==> src/rtl/command_decoder_mc_if.sv <==
// Frame input and frame-buffer/status output bundle for command_decoder_mc.
// The SPI side acts as master; the decoder is the slave.
interface command_decoder_mc_if #(
  parameter int ROW_W   = 5,
  parameter int COL_W   = 5,
  parameter int SCORE_W = 10
);
  localparam int ADDR_W = ROW_W + COL_W;

  logic               spi_done;
  logic [7:0]         command;
  logic [7:0]         databyte1;
  logic [7:0]         databyte2;
  logic               we;
  logic [ADDR_W-1:0]  waddr;
  logic [7:0]         wdata;
  logic [SCORE_W-1:0] score;
  logic               clrcmd;
  logic               busy;
  logic               overrun;

  modport master (
    output spi_done, command, databyte1, databyte2,
    input  we, waddr, wdata, score, clrcmd, busy, overrun
  );

  modport slave (
    input  spi_done, command, databyte1, databyte2,
    output we, waddr, wdata, score, clrcmd, busy, overrun
  );
endinterface

==> src/rtl/command_decoder_mc.sv <==
// Decodes complete SPI frames into score updates and frame-buffer writes,
// including multi-cycle row and full-screen fills.
module command_decoder_mc #(
  parameter int COL_W   = 5,
  parameter int ROW_W   = 5,
  parameter int GRID_W  = 32,
  parameter int GRID_H  = 32,
  parameter int COLOR_W = 3,
  parameter int SCORE_W = 10
) (
  input  logic clk,
  input  logic reset,
  command_decoder_mc_if.slave bus
);
  localparam logic [3:0] OP_SCORE    = 4'h1;
  localparam logic [3:0] OP_WRITE    = 4'h2;
  localparam logic [3:0] OP_FILL_ROW = 4'h3;
  localparam logic [3:0] OP_FILL_ALL = 4'h4;

  typedef enum logic {IDLE, FILL} state_t;

  state_t             state_q;
  logic               we_q, clrcmd_q, busy_q, overrun_q;
  logic [ROW_W-1:0]   row_q, row_end_q;
  logic [COL_W-1:0]   col_q;
  logic [7:0]         wdata_q;
  logic [SCORE_W-1:0] score_q;

  logic               accept, drop, row_ok, col_ok, col_last, fill_done;
  logic [3:0]         op;
  logic [7:0]         color;
  logic [15:0]        frame_word;

  always_comb begin
    op         = bus.command[7:4];
    color      = {{(8-COLOR_W){1'b0}}, bus.command[COLOR_W-1:0]};
    frame_word = {bus.databyte1, bus.databyte2};
    // Range checks use the whole byte so high bits beyond ROW_W/COL_W
    // cannot alias an out-of-range index onto a valid cell.
    row_ok     = 32'(bus.databyte1) < 32'(GRID_H);
    col_ok     = 32'(bus.databyte2) < 32'(GRID_W);
    // A level-held frame is masked while clrcmd is up so it decodes once.
    accept     = bus.spi_done && !clrcmd_q && (state_q == IDLE);
    drop       = bus.spi_done && !clrcmd_q && (state_q == FILL);
    col_last   = col_q == COL_W'(GRID_W - 1);
    fill_done  = col_last && (row_q == row_end_q);
  end

  always_ff @(posedge clk) begin
    if (reset) begin
      state_q   <= IDLE;
      we_q      <= 1'b0;
      row_q     <= '0;
      col_q     <= '0;
      row_end_q <= '0;
      wdata_q   <= '0;
      score_q   <= '0;
      busy_q    <= 1'b0;
      overrun_q <= 1'b0;
      clrcmd_q  <= 1'b1;
    end else begin
      clrcmd_q <= accept | drop;
      we_q     <= 1'b0;
      if (drop) overrun_q <= 1'b1;
      case (state_q)
        IDLE: begin
          if (accept) begin
            case (op)
              OP_SCORE: score_q <= frame_word[SCORE_W-1:0];
              OP_WRITE: begin
                if (row_ok && col_ok) begin
                  we_q    <= 1'b1;
                  row_q   <= bus.databyte1[ROW_W-1:0];
                  col_q   <= bus.databyte2[COL_W-1:0];
                  wdata_q <= color;
                end
              end
              OP_FILL_ROW: begin
                if (row_ok) begin
                  state_q   <= FILL;
                  we_q      <= 1'b1;
                  busy_q    <= 1'b1;
                  row_q     <= bus.databyte1[ROW_W-1:0];
                  row_end_q <= bus.databyte1[ROW_W-1:0];
                  col_q     <= '0;
                  wdata_q   <= color;
                end
              end
              OP_FILL_ALL: begin
                state_q   <= FILL;
                we_q      <= 1'b1;
                busy_q    <= 1'b1;
                row_q     <= '0;
                row_end_q <= ROW_W'(GRID_H - 1);
                col_q     <= '0;
                wdata_q   <= color;
              end
              default: ;
            endcase
          end
        end
        FILL: begin
          // The address registers already hold the cell written this cycle.
          if (fill_done) begin
            state_q <= IDLE;
            busy_q  <= 1'b0;
          end else begin
            we_q <= 1'b1;
            if (col_last) begin
              col_q <= '0;
              row_q <= row_q + 1'b1;
            end else begin
              col_q <= col_q + 1'b1;
            end
          end
        end
        default: state_q <= IDLE;
      endcase
    end
  end

  assign bus.we      = we_q;
  assign bus.waddr   = {row_q, col_q};
  assign bus.wdata   = wdata_q;
  assign bus.score   = score_q;
  assign bus.clrcmd  = clrcmd_q;
  assign bus.busy    = busy_q;
  assign bus.overrun = overrun_q;
endmodule

==> src/flat_wrapper.sv <==
// flat-port wrapper written by rule: the top's interface ports become plain ports
module command_decoder_mc_flat 
#(
  parameter int COL_W   = 5,
  parameter int ROW_W   = 5,
  parameter int GRID_W  = 32,
  parameter int GRID_H  = 32,
  parameter int COLOR_W = 3,
  parameter int SCORE_W = 10
)
  (clk, reset, bus_spi_done, bus_command, bus_databyte1, bus_databyte2, bus_we, bus_waddr, bus_wdata, bus_score, bus_clrcmd, bus_busy, bus_overrun);
  command_decoder_mc_if #(.ROW_W(ROW_W), .COL_W(COL_W), .SCORE_W(SCORE_W)) bus_i ();
  input  logic clk;
  input  logic reset;
  input wire logic [$bits(bus_i.spi_done)-1:0] bus_spi_done;
  input wire logic [$bits(bus_i.command)-1:0] bus_command;
  input wire logic [$bits(bus_i.databyte1)-1:0] bus_databyte1;
  input wire logic [$bits(bus_i.databyte2)-1:0] bus_databyte2;
  output wire logic [$bits(bus_i.we)-1:0] bus_we;
  output wire logic [$bits(bus_i.waddr)-1:0] bus_waddr;
  output wire logic [$bits(bus_i.wdata)-1:0] bus_wdata;
  output wire logic [$bits(bus_i.score)-1:0] bus_score;
  output wire logic [$bits(bus_i.clrcmd)-1:0] bus_clrcmd;
  output wire logic [$bits(bus_i.busy)-1:0] bus_busy;
  output wire logic [$bits(bus_i.overrun)-1:0] bus_overrun;
  assign bus_i.spi_done = bus_spi_done;
  assign bus_i.command = bus_command;
  assign bus_i.databyte1 = bus_databyte1;
  assign bus_i.databyte2 = bus_databyte2;
  assign bus_we = bus_i.we;
  assign bus_waddr = bus_i.waddr;
  assign bus_wdata = bus_i.wdata;
  assign bus_score = bus_i.score;
  assign bus_clrcmd = bus_i.clrcmd;
  assign bus_busy = bus_i.busy;
  assign bus_overrun = bus_i.overrun;
  command_decoder_mc #(.COL_W(COL_W), .ROW_W(ROW_W), .GRID_W(GRID_W), .GRID_H(GRID_H), .COLOR_W(COLOR_W), .SCORE_W(SCORE_W)) u_core (.clk(clk), .reset(reset), .bus(bus_i));
endmodule
==> config.mk <==
export PLATFORM = sky130hd
export DESIGN_NAME = command_decoder_mc_flat
export DESIGN_NICKNAME = d
export VERILOG_FILES = /design/src/rtl/command_decoder_mc_if.sv /design/src/rtl/command_decoder_mc.sv /design/src/flat_wrapper.sv
export SDC_FILE = /design/constraint.sdc
export NUM_CORES = 1
export LEC_CHECK = 0
export CAP_MARGIN = 5
export CORE_MARGIN = 1.5
export CORE_UTILIZATION = 40
export CTS_CLUSTER_DIAMETER = 200
export CTS_CLUSTER_SIZE = 8
export DETAILED_ROUTE_END_ITERATION = 12
export GPL_TIMING_DRIVEN = 0
export PLACE_DENSITY_LB_ADDON = 0.15
export SYNTH_ARGS = -nofsm -noshare
export SYNTH_HDL_FRONTEND = slang
export SYNTH_SLANG_ARGS = --single-unit
export TNS_END_PERCENT = 100
==> constraint.sdc <==
create_clock -name clk -period 2.1 [get_ports clk]
set_input_delay 0.21 -clock clk [delete_from_list [all_inputs] [get_ports clk]]
set_output_delay 0.21 -clock clk [all_outputs]
set_load 0.01 [all_outputs]
# Yosys cells after proc, flatten, opt, wreduce, memory -nomap -nowiden

Index checks and enable logic that the tools add are counted.

$add $sub $neg: 2
$mul: 0
Div/mod/pow operators: 0
Magnitude comparators: 2
Eq/ne operators: 16
Shift-type cells: 0
Muxes and demuxes: 32
Bitwise gates (word level): 2
Reduce and logical (&&, ||, !) cells: 14

Operators with widths:

| operator                                              | number |
|---|---|
| 2-to-1 mux 5 bit                                      | 10 |
| one-hot mux 5 bit (2 select lines)                    | 3 |
| one-hot mux 5 bit (3 select lines)                    | 2 |
| one-hot mux 8 bit (3 select lines)                    | 1 |
| < comparator 8 x 6 -> 1 bit, second input constant    | 2 |
| 2-to-1 mux 8 bit                                      | 2 |
| adder 5 x 1 -> 5 bit, second input constant           | 2 |
| one-hot mux 1 bit (2 select lines)                    | 5 |
| AND reduction 5 bit                                   | 2 |
| == test 4 x 2 -> 1 bit, second input constant         | 2 |
| 2-to-1 mux 1 bit                                      | 8 |
| AND reduction 4 bit                                   | 2 |
| inequality test 2 x 1 -> 1 bit, second input constant | 3 |
| inequality test 2 bit, second input constant          | 3 |
| inequality test 3 bit, second input constant          | 2 |
| AND reduction 6 bit                                   | 1 |
| == test 5 bit                                         | 1 |
| == test 5 bit, second input constant                  | 1 |
| logical AND 1 bit                                     | 5 |
| == test 4 x 1 -> 1 bit, second input constant         | 1 |
| == test 4 x 3 -> 1 bit, second input constant         | 1 |
| inequality test 4 bit, second input constant          | 1 |
| inequality test 3 x 2 -> 1 bit, second input constant | 1 |
| one-hot mux 1 bit (3 select lines)                    | 1 |
| other kinds (6)                                       | 6 |

Register bits: 38
Latch bits: 0
Memory bits (writable): 0
Memory bits (read-only): 0
Word-level logic and storage cells: 78
Memories: 0

# Logic depth before layout (Yosys ltp)

Gate-level depths: netlist of run 1.

Depth in word-level cells: 6
Depth in mapped cells: 7

# Least setup slack after synthesis of run 1

No wires, ideal clock.

Path kind: register -> register
Start point: reg u_core.col_q[0]
End point: reg u_core.row_q[0]
Setup time: 0.124 ns
Arrival: 1.566 ns
Required time: 1.976 ns
Path slack: 0.410 ns
Cell stages (with the launch flop): 8
Buffers on the path: 0
Period minus slack after synthesis: 1.690 ns
Path through: dfxtp_1 -> ha_1 -> and3_1 -> ha_1 -> nand2_1 -> a21oi_1 -> or2_2 -> a21oi_1

Cells in the longest elaborated chain, start to end: 4
Elaborated cells on any way between the ends: 5
Those cells by class: eq/ne: 3; reduce/logical: 2

Ends and longest elaborated chain:

| what                              | RTL line                  | source |
|---|---|---|
| from (decl)                       | command_decoder_mc.sv:25  | `logic [COL_W-1:0] col_q;` |
| from (signal assigned)            | command_decoder_mc.sv:74  | `col_q <= bus.databyte2[COL_W-1:0];` |
| from (signal assigned)            | command_decoder_mc.sv:113 | `col_q <= col_q + 1'b1;` |
| == test 5 bit (*)                 | command_decoder_mc.sv:45  | `col_last = col_q == COL_W'(GRID_W - 1);` |
| logical AND 1 bit                 | command_decoder_mc.sv:46  | `fill_done = col_last && (row_q == row_end_q);` |
| inequality test 2 bit (no line)   | n/a                       |  |
| AND reduction 6 bit (no line) (*) | n/a                       |  |
| to (signal assigned)              | command_decoder_mc.sv:73  | `row_q <= bus.databyte1[ROW_W-1:0];` |
| to (signal assigned)              | command_decoder_mc.sv:83  | `row_q <= bus.databyte1[ROW_W-1:0];` |
| to (signal assigned)              | command_decoder_mc.sv:111 | `row_q <= row_q + 1'b1;` |
| to (decl)                         | command_decoder_mc.sv:24  | `logic [ROW_W-1:0] row_q, row_end_q;` |

Mark *: on every way between the ends. The rest lies on a longest branch, timed or not.
A chain may end at the register's enable or synchronous reset.

# Worst setup path in the final report of run 1

Start point: in bus_command[7]
End point: reg u_core.col_q[4]

Cells in the longest elaborated chain, start to end: 4
Elaborated cells on any way between the ends: 10
Those cells by class: eq/ne: 6; mux: 3; reduce/logical: 1

Ends and longest elaborated chain:

| what                                                             | RTL line                 | source |
|---|---|---|
| from (decl)                                                      | flat_wrapper.sv:16       | `input wire logic [$bits(bus_i.command)-1:0] bus_command;` |
| == test 4 x 3 -> 1 bit or == test 4 x 2 -> 1 bit (tied branches) | command_decoder_mc.sv:68 | `case (op)` |
| one-hot mux 5 bit (3 select lines)                               | command_decoder_mc.sv:68 |  |
| 2-to-1 mux 5 bit                                                 | command_decoder_mc.sv:67 | `if (accept) begin` |
| one-hot mux 5 bit (2 select lines)                               | command_decoder_mc.sv:65 | `case (state_q)` |

Several ways; a longest one is shown, not always the timed one. The select of a mux whose other input is x is not followed.

==> flow_summary_export.csv, run 1 <==
group,metric,value,unit
sta,maxSlewViolCount,0,
hold_path,hold_path.class,"register to register",
detailed_routing,detail_route.vias_per_cell,5.25,
clock_tree,maximum_clock_path_buffer_count,2,
logic_synthesis,number_of_synthesized_flops_with_an_enable_pin,0,
logic_synthesis,yosys.area_share.simple,21.0,%
floorplan,die_height,65.8,µm
power,sw_frac_of_total,21.6,%
clock_tree,tritoncts,"built",
finish,fillCellCount,341,
logic_synthesis,seq_area_frac_synth,41.9,%
sta,hold_violation_count_in_the_final_report,0,
clock_tree,clk_pin_slew_worst_paths,0.07,ns
setup_path,cp.required,2.26,ns
clock_tree,clock_insertion_delay_worst_skew,0.30,ns
sta,worst_slew_pin_tran,0.544,ns
logic_synthesis,syn-cell-area,0.00158,mm²
logic_synthesis,async_flop_share,0,%
sta,whs,0.455,ns
clock_tree,numClockSinks,33,
floorplan,placeableCoreArea,0.00372,mm²
detailed_routing,detail_route.wirelength,4310,µm
setup_path,worstPathArrival,2.10,ns
sta,final_min_period_over_clock_period,92.1,%
setup_path,crit_path_max_fanout,9,
sta,min_cycle_time_layout,1.93,ns
clock_tree,numCtsBuffers,5,
sta,clock_skew,0.00545,ns
power,total_power,1.52,mW
sta,fmax,517,MHz
global_routing,grt_start_max_net_pins,12,
logic_synthesis,synth_compound_area_share,23.1,%
logic_synthesis,post_synth_fa_ha_maj_area_fraction,2.38,%
clock_tree,h-tree-depth,2,
setup_path,critical_path.n_buffers_inverters,3,
global_routing,grt_pass1_vias,1471,
setup_path,critical_path.top_delay_family,"buffers and inverters",
setup_path,timing.critical_path.to_type,"register",
power,seq_power_share,42.4,%
logic_synthesis,dominantRegCellSynth,"dfxtp_1",
floorplan,initial_core_util,42.4,%
finish,finalInstanceArea,0.00236,mm²
finish,layout.cells.most_common_list,"clkdlybuf4s50_1, dfxtp_1, nand2_1",
job,timing.max_cap.violations,0,
clock_tree,cts_setup_buffers,0,
finish,drive_gt1_share,10.0,%
power,clock_power_share,47.4,%
global_routing,globalRouteTotalUtil,21.2,%
floorplan,count_of_boundary_i_o_pins,59,
detailed_routing,first_iter_violations,132,
finish,layout_commonest_cell,"clkdlybuf4s50_1",
finish,postLayoutCoreUtil,63.6,%
detailed_routing,drtAntennaViolNets,0,
detailed_routing,drt_pass1_iterations,4,
sta,max-slew-margin-rel,63.6,%
setup_path,critPathMaxStageDelay,0.49,ns
power,power.share.combinational,10.3,%
setup_path,crit_type,"input pin to register",
logic_synthesis,synth.mux.area_fraction,0,%
placement,finalWeightedCongestion,0.843,
logic_synthesis,synth_xor_area_share,5.56,%
detailed_routing,num_vias,1616,
power,power-per-cell-area,641,mW/mm²
logic_synthesis,synth.lib_cells_used.distinct,34,
sta,setup-violations-final,0,
placement,io_buffers,52,
finish,synthToLayoutAreaGrowth,49.8,%
finish,n_antenna_cell,0,
logic_synthesis,largest_family_of_logic_cells_by_synthesized_area,"compound AO/OA/AOI/OAI gates",
global_routing,grt_first_pass_wirelength,6950,µm
power,net_switching_component_of_the_power,0.328,mW
finish,fin_nets,289,
logic_synthesis,yosysWarnings,0,
outcome,run_status,"complete, no violations",
logic_synthesis,netlist_instances,196,
floorplan,fp.dieArea,0.00433,mm²
clock_tree,root_buffer,"clkbuf_8",
floorplan,placementRows,22,
clock_tree,hold_buffers,0,
global_routing,grt_antenna_before_repair,0,
setup_path,timing.critical_path.slowest_stage_cell,"clkdlybuf4s50_1",
global_routing,globalRouteOverflowTotal,0,
setup_path,timing.critical_path.cells,"clkdlybuf4s50_1 > or4b_1 > buf_2 > a21o_1 > buf_6 > a222oi_1 > nor3_1",
detailed_routing,detail_route.wl_per_cell,14.0,µm
power,total_leakage_power,0.907,nW
logic_synthesis,synthesis.area_per_instance,8.04,µm²
sta,accumulated_negative_setup_slack,0,ns
power,p_int,1.19,mW
sta,rsz0062_at_grt,"no",
detailed_routing,drcViolationCount,0,
placement,dp.final_hpwl,2950,µm
setup_path,cp-start-kind,"input pin",
logic_synthesis,synth.ff_latch_count,33,
placement,post_dp_cell_area,0.00217,mm²
power,irDropWorstVdd,420,µV
floorplan,die_width,65.8,µm
[registers in the layout, summed over array words and instances, names as in the netlist]
register and cells:
u_core.state_q 1, u_core.bus.we 1, u_core.row_q 5, u_core.bus.wdata 3
u_core.bus.score 10, u_core.bus.clrcmd 1, u_core.col_q 5, u_core.bus.busy 1
u_core.bus.overrun 1, u_core.row_end_q 5
[cells in the mapped netlist, types with 3 or more instances]
master,n,area (µm²)
clkbuf_1,6,22.5
nor3_1,12,60.1
a21oi_1,28,140
a21o_1,3,22.5
dfxtp_1,33,661
nand2_1,30,113
inv_1,3,11.3
o21ai_0,11,55.1
o31ai_1,5,37.5
a221oi_1,3,26.3
buf_4,5,37.5
ha_1,3,37.5
xor2_1,8,70.1
nor2_1,14,52.6
nand3_1,4,20.0
a31oi_1,6,37.5
[timing repair]
item / CTS / global route
pin swaps: 0 / 0
endpoints found under the setup margin: 7 / 22
resized for setup: 1 / 10
[routing by layer]
metal  wire [µm]  up-vias  track usage, %  share of wire (%)
li1            -      815               -                  -
met1        2000      725            28.1                 46
met2        1890       69            32.4                 44
met3         347        7            7.50                8.1
met4          72        0            6.25                1.7
met5           0        -               0                  0
[power groups by stage]
stage / Clock (mW) / Sequential (mW) / Combinational [mW]
after floorplan: 0 / 0.658 / 0.0581
after global placement: 0 / 0.656 / 0.146
after detailed placement: 0 / 0.656 / 0.146
after CTS: 0.728 / 0.641 / 0.148
after global routing: 0.755 / 0.642 / 0.170
final: 0.718 / 0.642 / 0.156
[worst reg2reg max path: stages (launching register included)]
cell	delay, ns
dfxtp_1	0.31
clkbuf_1	0.36
inv_1	0.13
clkbuf_1	0.26
a31o_2	0.33
a222oi_1	0.29
nor3_1	0.09
[final cells by class]
cell class	count	area [µm²]	area share (%)
Timing Repair Buffer	52	526	22.2
Multi-Input combinational cell	150	887	37.6
Tap cell	48	60.1	2.54
Sequential cell	33	661	28.0
Clock buffer	5	68.8	2.91
Inverter	3	11.3	0.477
Clock inverter	3	65.1	2.75
Buffer	14	83.8	3.55
[path summary, 6_finish.rpt]
kind | from | end | slack [ns] | depth (start not counted)
worst max-delay path | bus_command[7] | u_core.col_q[4]$_SDFFE_PP0P_ | 0.17 | 7
worst min-delay path | u_core.bus.wdata[0]$_SDFFE_PP0P_ | u_core.bus.wdata[0]$_SDFFE_PP0P_ | 0.45 | 2
worst max register to register | u_core.state_q$_SDFF_PP0_ | u_core.col_q[4]$_SDFFE_PP0P_ | 0.20 | 6
worst min register to register | u_core.bus.wdata[0]$_SDFFE_PP0P_ | u_core.bus.wdata[0]$_SDFFE_PP0P_ | 0.45 | 2
[through the flow]
stage	setup slack, ns	std cells
4_1_cts	0.0634	308
6_report	0.167	308
3_3_place_gp	-0.532	300
3_5_place_dp	-0.573	300
5_1_grt	0.0344	308
2_1_floorplan	0.410	200
[cell families after synthesis]
family	after synthesis
AND/OR/NAND/NOR	71
AO/OA/AOI/OAI	61
flip-flops	33
buffers and inverters	17
XOR/XNOR	10
adder cells (fa/ha/maj)	3
other	1
Power figures use the tool's default switching activity.
==> inputs of run 2 (changes only) <==
--- a/config.mk
+++ b/config.mk
@@ -12,7 +12,7 @@
 export CTS_CLUSTER_SIZE = 8
 export DETAILED_ROUTE_END_ITERATION = 12
 export GPL_TIMING_DRIVEN = 0
-export PLACE_DENSITY_LB_ADDON = 0.15
+export PLACE_DENSITY = 0.85
 export SYNTH_ARGS = -nofsm -noshare
 export SYNTH_HDL_FRONTEND = slang
 export SYNTH_SLANG_ARGS = --single-unit
==> flow_summary_export.csv, run 2 (synthesis gave the netlist of run 1 again) <==
group,metric,value,unit
sta,fmax,517,MHz
detailed_routing,drtAntennaViolNets,0,
power,irDropWorstVdd,429,µV
hold_path,whs_endpoint,"u_core.bus.wdata[1]$_SDFFE_PP0P_",
setup_path,critPathMaxStageDelay,0.63,ns
sta,rsz0062_at_grt,"yes",
floorplan,count_of_boundary_i_o_pins,59,
detailed_routing,detail_route.wl_per_cell,13.5,µm
setup_path,rr_endpoint,"u_core.bus.score[2]$_SDFFE_PP0P_",
detailed_routing,first_iter_violations,112,
setup_path,crit_type,"register to register",
clock_tree,numCtsBuffers,5,
clock_tree,tritoncts,"built",
clock_tree,hold_buffers,0,
placement,finalWeightedCongestion,0.800,
sta,accumulated_negative_setup_slack,0,ns
placement,dp.final_hpwl,2950,µm
setup_path,critical_path_cell_count,6,
sta,clock_skew,0.00348,ns
setup_path,rrSetupSlack,0.17,ns
sta,whs,0.455,ns
floorplan,die_width,65.8,µm
setup_path,timing.critical_path.to_type,"register",
finish,largest_register_ff_count,10,
sta,min_cycle_time_layout,1.93,ns
global_routing,grt_first_pass_wirelength,6510,µm
clock_tree,h-tree-depth,2,
setup_path,crit_path_max_fanout,10,
global_routing,globalRouteOverflowTotal,0,
hold_path,hold_path.class,"register to register",
job,timing.max_cap.violations,0,
power,power-per-cell-area,557,mW/mm²
placement,post_dp_cell_area,0.00217,mm²
floorplan,placementRows,22,
placement,post-place-cells,300,
clock_tree,clock_insertion_delay_worst_skew,0.29,ns
sta,worst_slew_pin_tran,0.631,ns
clock_tree,numClockSinks,33,
detailed_routing,drt_pass1_iterations,4,
finish,layout.cells.most_common_list,"clkdlybuf4s50_1, dfxtp_1, nand2_1",
floorplan,fp.dieArea,0.00433,mm²
setup_path,critical_path.n_buffers_inverters,2,
floorplan,die_height,65.8,µm
finish,finalInstanceArea,0.00229,mm²
hold_path,worstHoldPathCells,2,
finish,fin_nets,289,
finish,instances_no_fill,308,
detailed_routing,detail_route.wirelength,4160,µm
setup_path,cp-start-kind,"register",
global_routing,globalRouteTotalUtil,20.2,%
sta,hold_violation_count_in_the_final_report,0,
outcome,run_status,"complete, no violations",
setup_path,worstPathArrival,2.16,ns
finish,drive_gt1_share,9.23,%
finish,postLayoutCoreUtil,61.5,%
setup_path,timing.critical_path.cells,"clkbuf_1 > inv_1 > nand3_1 > nor3_2 > nand2_1 > a21oi_1",
sta,max-slew-margin-rel,57.7,%
clock_tree,maximum_clock_path_buffer_count,2,
finish,synthToLayoutAreaGrowth,45.1,%
setup_path,cp.required,2.33,ns
clock_tree,ctsResizeCount,1,
floorplan,placeableCoreArea,0.00372,mm²
placement,io_buffers,52,
setup_path,timing.critical_path.slowest_stage_cell,"nor3_2",
finish,layout_commonest_cell,"clkdlybuf4s50_1",
sta,final_min_period_over_clock_period,92.1,%
sta,maxSlewViolCount,0,
sta,setup-violations-final,0,
floorplan,initial_core_util,42.4,%
detailed_routing,drcViolationCount,0,
clock_tree,cts_setup_buffers,0,
hold_path,timing.hold.worst.start,"u_core.bus.wdata[1]$_SDFFE_PP0P_",
setup_path,critical_path.top_delay_family,"simple AND/OR/NAND/NOR gates",
setup_path,r2r_cell_count,6,
global_routing,grt_antenna_before_repair,0,
detailed_routing,detail_route.vias_per_cell,5.18,
detailed_routing,num_vias,1596,
setup_path,regToRegStartpoint,"u_core.state_q$_SDFF_PP0_",
power,total_leakage_power,0.876,nW
global_routing,grt_start_max_net_pins,12,
clock_tree,root_buffer,"clkbuf_8",
clock_tree,clk_pin_slew_worst_paths,0.07,ns
global_routing,grt_pass1_vias,1451,
finish,n_antenna_cell,0,
-- run 2: changes by cell type in the layout (fill, tap and decap cells not counted), sizes merged --
cell	previous run	this run
clkinvlp	0	1
buf	7	8
clkbuf	12	11
bufinv	2	0
clkinv	1	2
-- run 2: final cells by class --
type                       instances  area [µm²]
fill                             344        1430
multi-input combinational        150         862
sequential                        33         661
timing repair buffer              52         526
buffer                            14        81.3
clock buffer                       5        68.8
tap                               48        60.1
clock inverter                     3        17.5
inverter                           3        11.3
-- run 2: metal layers --
| metal | wire length [µm] | GRT usage, % | up-vias | part of all wire [%] |
|---|---|---|---|---|
| met2 | 1870 | 29.0 | 56 | 45 |
| li1 | - | - | 813 | - |
| met1 | 1940 | 26.0 | 720 | 47 |
| met5 | 0 | 0 | - | 0 |
| met4 | 77 | 13.0 | 0 | 1.9 |
| met3 | 261 | 5.96 | 7 | 6.3 |
-- run 2: worst max path at each step --
stage	start	end	slack, ns
after detailed placement	bus_command[5]	u_core.row_end_q[1]$_SDFFE_PP0P_	-0.46
final	u_core.state_q$_SDFF_PP0_	u_core.bus.score[2]$_SDFFE_PP0P_	0.17
after global routing	u_core.state_q$_SDFF_PP0_	u_core.bus.score[5]$_SDFFE_PP0P_	-0.002
after global placement	bus_command[5]	u_core.row_end_q[4]$_SDFFE_PP0P_	-0.41
after floorplan	u_core.col_q[0]$_SDFFE_PP0P_	u_core.row_q[0]$_SDFFE_PP0P_	0.41
after CTS	bus_command[5]	u_core.col_q[1]$_SDFFE_PP0P_	0.07
-- run 2: report_power, final --
part | total (mW) | switching (mW) | internal [mW]
Clock | 0.481 | 0.253 | 0.229
Sequential | 0.642 | 0.00756 | 0.634
Combinational | 0.151 | 0.0697 | 0.0811
-- run 2: tightest hold or removal path: stages (launching register included) --
cell and delay, ns:
dfxtp_1 0.31, nand2_1 0.05, a21oi_1 0.05
-- run 2: metrics by stage --
step           setup slack, ns  total power [mW]
4_1_cts                 0.0667              1.28
3_5_place_dp            -0.460             0.801
2_1_floorplan            0.410             0.716
3_3_place_gp            -0.409             0.799
6_report                 0.166              1.27
5_1_grt               -0.00218              1.33
==> inputs of run 3 (changes only) <==
--- a/config.mk
+++ b/config.mk
@@ -13,6 +13,7 @@
 export DETAILED_ROUTE_END_ITERATION = 12
 export GPL_TIMING_DRIVEN = 0
 export PLACE_DENSITY = 0.85
+export REMOVE_ABC_BUFFERS = 1
 export SYNTH_ARGS = -nofsm -noshare
 export SYNTH_HDL_FRONTEND = slang
 export SYNTH_SLANG_ARGS = --single-unit
==> flow_summary_export.csv, run 3 (synthesis gave the netlist of run 1 again) <==
group,metric,value,unit
hold_path,timing.hold.worst.start,"u_core.bus.score[2]$_SDFFE_PP0P_",
hold_path,worstHoldPathCells,2,
power,power-per-cell-area,556,mW/mm²
sta,setup-violations-final,0,
sta,clock_skew,0.00637,ns
job,timing.max_cap.violations,0,
global_routing,grt_pass1_vias,1440,
sta,rsz0062_at_grt,"no",
placement,dp_slack,-0.496,ns
floorplan,placementRows,22,
global_routing,grt_first_pass_wirelength,6610,µm
global_routing,grt_start_max_net_pins,30,
finish,instances_no_fill,294,
clock_tree,h-tree-depth,2,
placement,finalWeightedCongestion,0.855,
finish,synthToLayoutAreaGrowth,41.9,%
sta,max-slew-margin-rel,28.4,%
sta,fmax,516,MHz
power,irDropWorstVdd,384,µV
detailed_routing,detail_route.wl_per_cell,13.6,µm
floorplan,initial_core_util,42.4,%
clock_tree,maximum_clock_path_buffer_count,2,
sta,final_min_period_over_clock_period,92.2,%
global_routing,globalRouteOverflowTotal,0,
global_routing,globalRouteTotalUtil,19.9,%
detailed_routing,num_vias,1611,
detailed_routing,detail_route.vias_per_cell,5.48,
floorplan,fp.dieArea,0.00433,mm²
setup_path,cp-start-kind,"input pin",
setup_path,crit_type,"input pin to register",
setup_path,regToRegStartpoint,"u_core.col_q[0]$_SDFFE_PP0P_",
clock_tree,numClockSinks,33,
outcome,run_status,"complete, no violations",
placement,dp.final_hpwl,2770,µm
floorplan,placeableCoreArea,0.00372,mm²
clock_tree,numCtsBuffers,5,
clock_tree,cts_setup_buffers,0,
setup_path,rrSetupSlack,0.25,ns
detailed_routing,detail_route.wirelength,4010,µm
floorplan,die_width,65.8,µm
detailed_routing,drcViolationCount,0,
sta,whs,0.453,ns
setup_path,worstPathArrival,2.06,ns
placement,post-place-cells,286,
clock_tree,root_buffer,"clkbuf_8",
sta,finalWorstSetupSlack,0.163,ns
finish,layout_commonest_cell,"clkdlybuf4s50_1",
global_routing,grt_antenna_before_repair,0,
finish,layout.cells.most_common_list,"clkdlybuf4s50_1, dfxtp_1, nand2_1",
hold_path,hold_path.class,"register to register",
setup_path,cp.required,2.22,ns
finish,n_antenna_cell,0,
finish,drive_gt1_share,8.13,%
finish,area_occupied_by_multi_input_gates,895,µm²
finish,postLayoutCoreUtil,60.2,%
finish,regArea,662,µm²
finish,fillCellCount,354,
sta,accumulated_negative_setup_slack,0,ns
sta,min_cycle_time_layout,1.94,ns
sta,maxSlewViolCount,0,
clock_tree,hold_buffers,0,
power,total_leakage_power,0.834,nW
placement,io_buffers,52,
clock_tree,tritoncts,"built",
floorplan,count_of_boundary_i_o_pins,59,
sta,worst_slew_pin_tran,1.07,ns
detailed_routing,first_iter_violations,181,
finish,fin_nets,275,
floorplan,die_height,65.8,µm
setup_path,r2r_cell_count,7,
clock_tree,clk_pin_slew_worst_paths,0.06,ns
sta,hold_violation_count_in_the_final_report,0,
detailed_routing,drt_pass1_iterations,4,
detailed_routing,drtAntennaViolNets,0,
setup_path,crit_path_max_fanout,9,
clock_tree,clock_insertion_delay_worst_skew,0.28,ns
setup_path,timing.critical_path.to_type,"register",
setup_path,worstSetupStartpoint,"bus_command[7]",
finish,largest_register_ff_count,10,
run 3: where the power goes:
part	switching [mW]	internal, mW	total (mW)	leakage [nW]
clock	0.226	0.229	0.455	0.0450
combinational	0.0701	0.0752	0.145	0.522
sequential	0.00866	0.634	0.643	0.267
run 3: stage by stage:
step | total power [mW] | instance area, µm²
detailed placement | 0.790 | 2090
global placement | 0.789 | 2090
global route | 1.29 | 2240
finish | 1.24 | 2240
CTS | 1.25 | 2200
floorplan | 0.701 | 1510
run 3: what timing repair did:
item	CTS	global route
endpoints found under the setup margin	19	26
pin swaps	0	1
resized for setup	5	8
run 3: area by class of cell:
| cell class | instances | area share, % |
|---|---|---|
| Clock buffer | 6 | 3.24 |
| Clock inverter | 2 | 0.447 |
| Inverter | 3 | 0.671 |
| Multi-Input combinational cell | 150 | 40.0 |
| Sequential cell | 33 | 29.6 |
| Tap cell | 48 | 2.68 |
| Timing Repair Buffer | 52 | 23.4 |
run 3: worst max-delay path, stage by stage:
cell and delay [ns]:
clkdlybuf4s50_1 0.50, or4b_4 0.65, a21o_2 0.29, a222oi_1 0.32, nor3_1 0.08
run 3: path summary, 6_finish.rpt:
check | endpoint
worst min register to register | u_core.bus.score[2]$_SDFFE_PP0P_
worst min-delay path | u_core.bus.score[2]$_SDFFE_PP0P_
worst max-delay path | u_core.col_q[1]$_SDFFE_PP0P_
worst max register to register | u_core.row_q[3]$_SDFFE_PP0P_
run 3: metal layers:
metal,up-vias,global-route usage [%],share of wire (%)
li1,788,-,-
met1,748,25.2,43
met2,70,31.8,48
met3,5,5.45,7.6
met4,0,8.33,1.3
met5,-,0,0
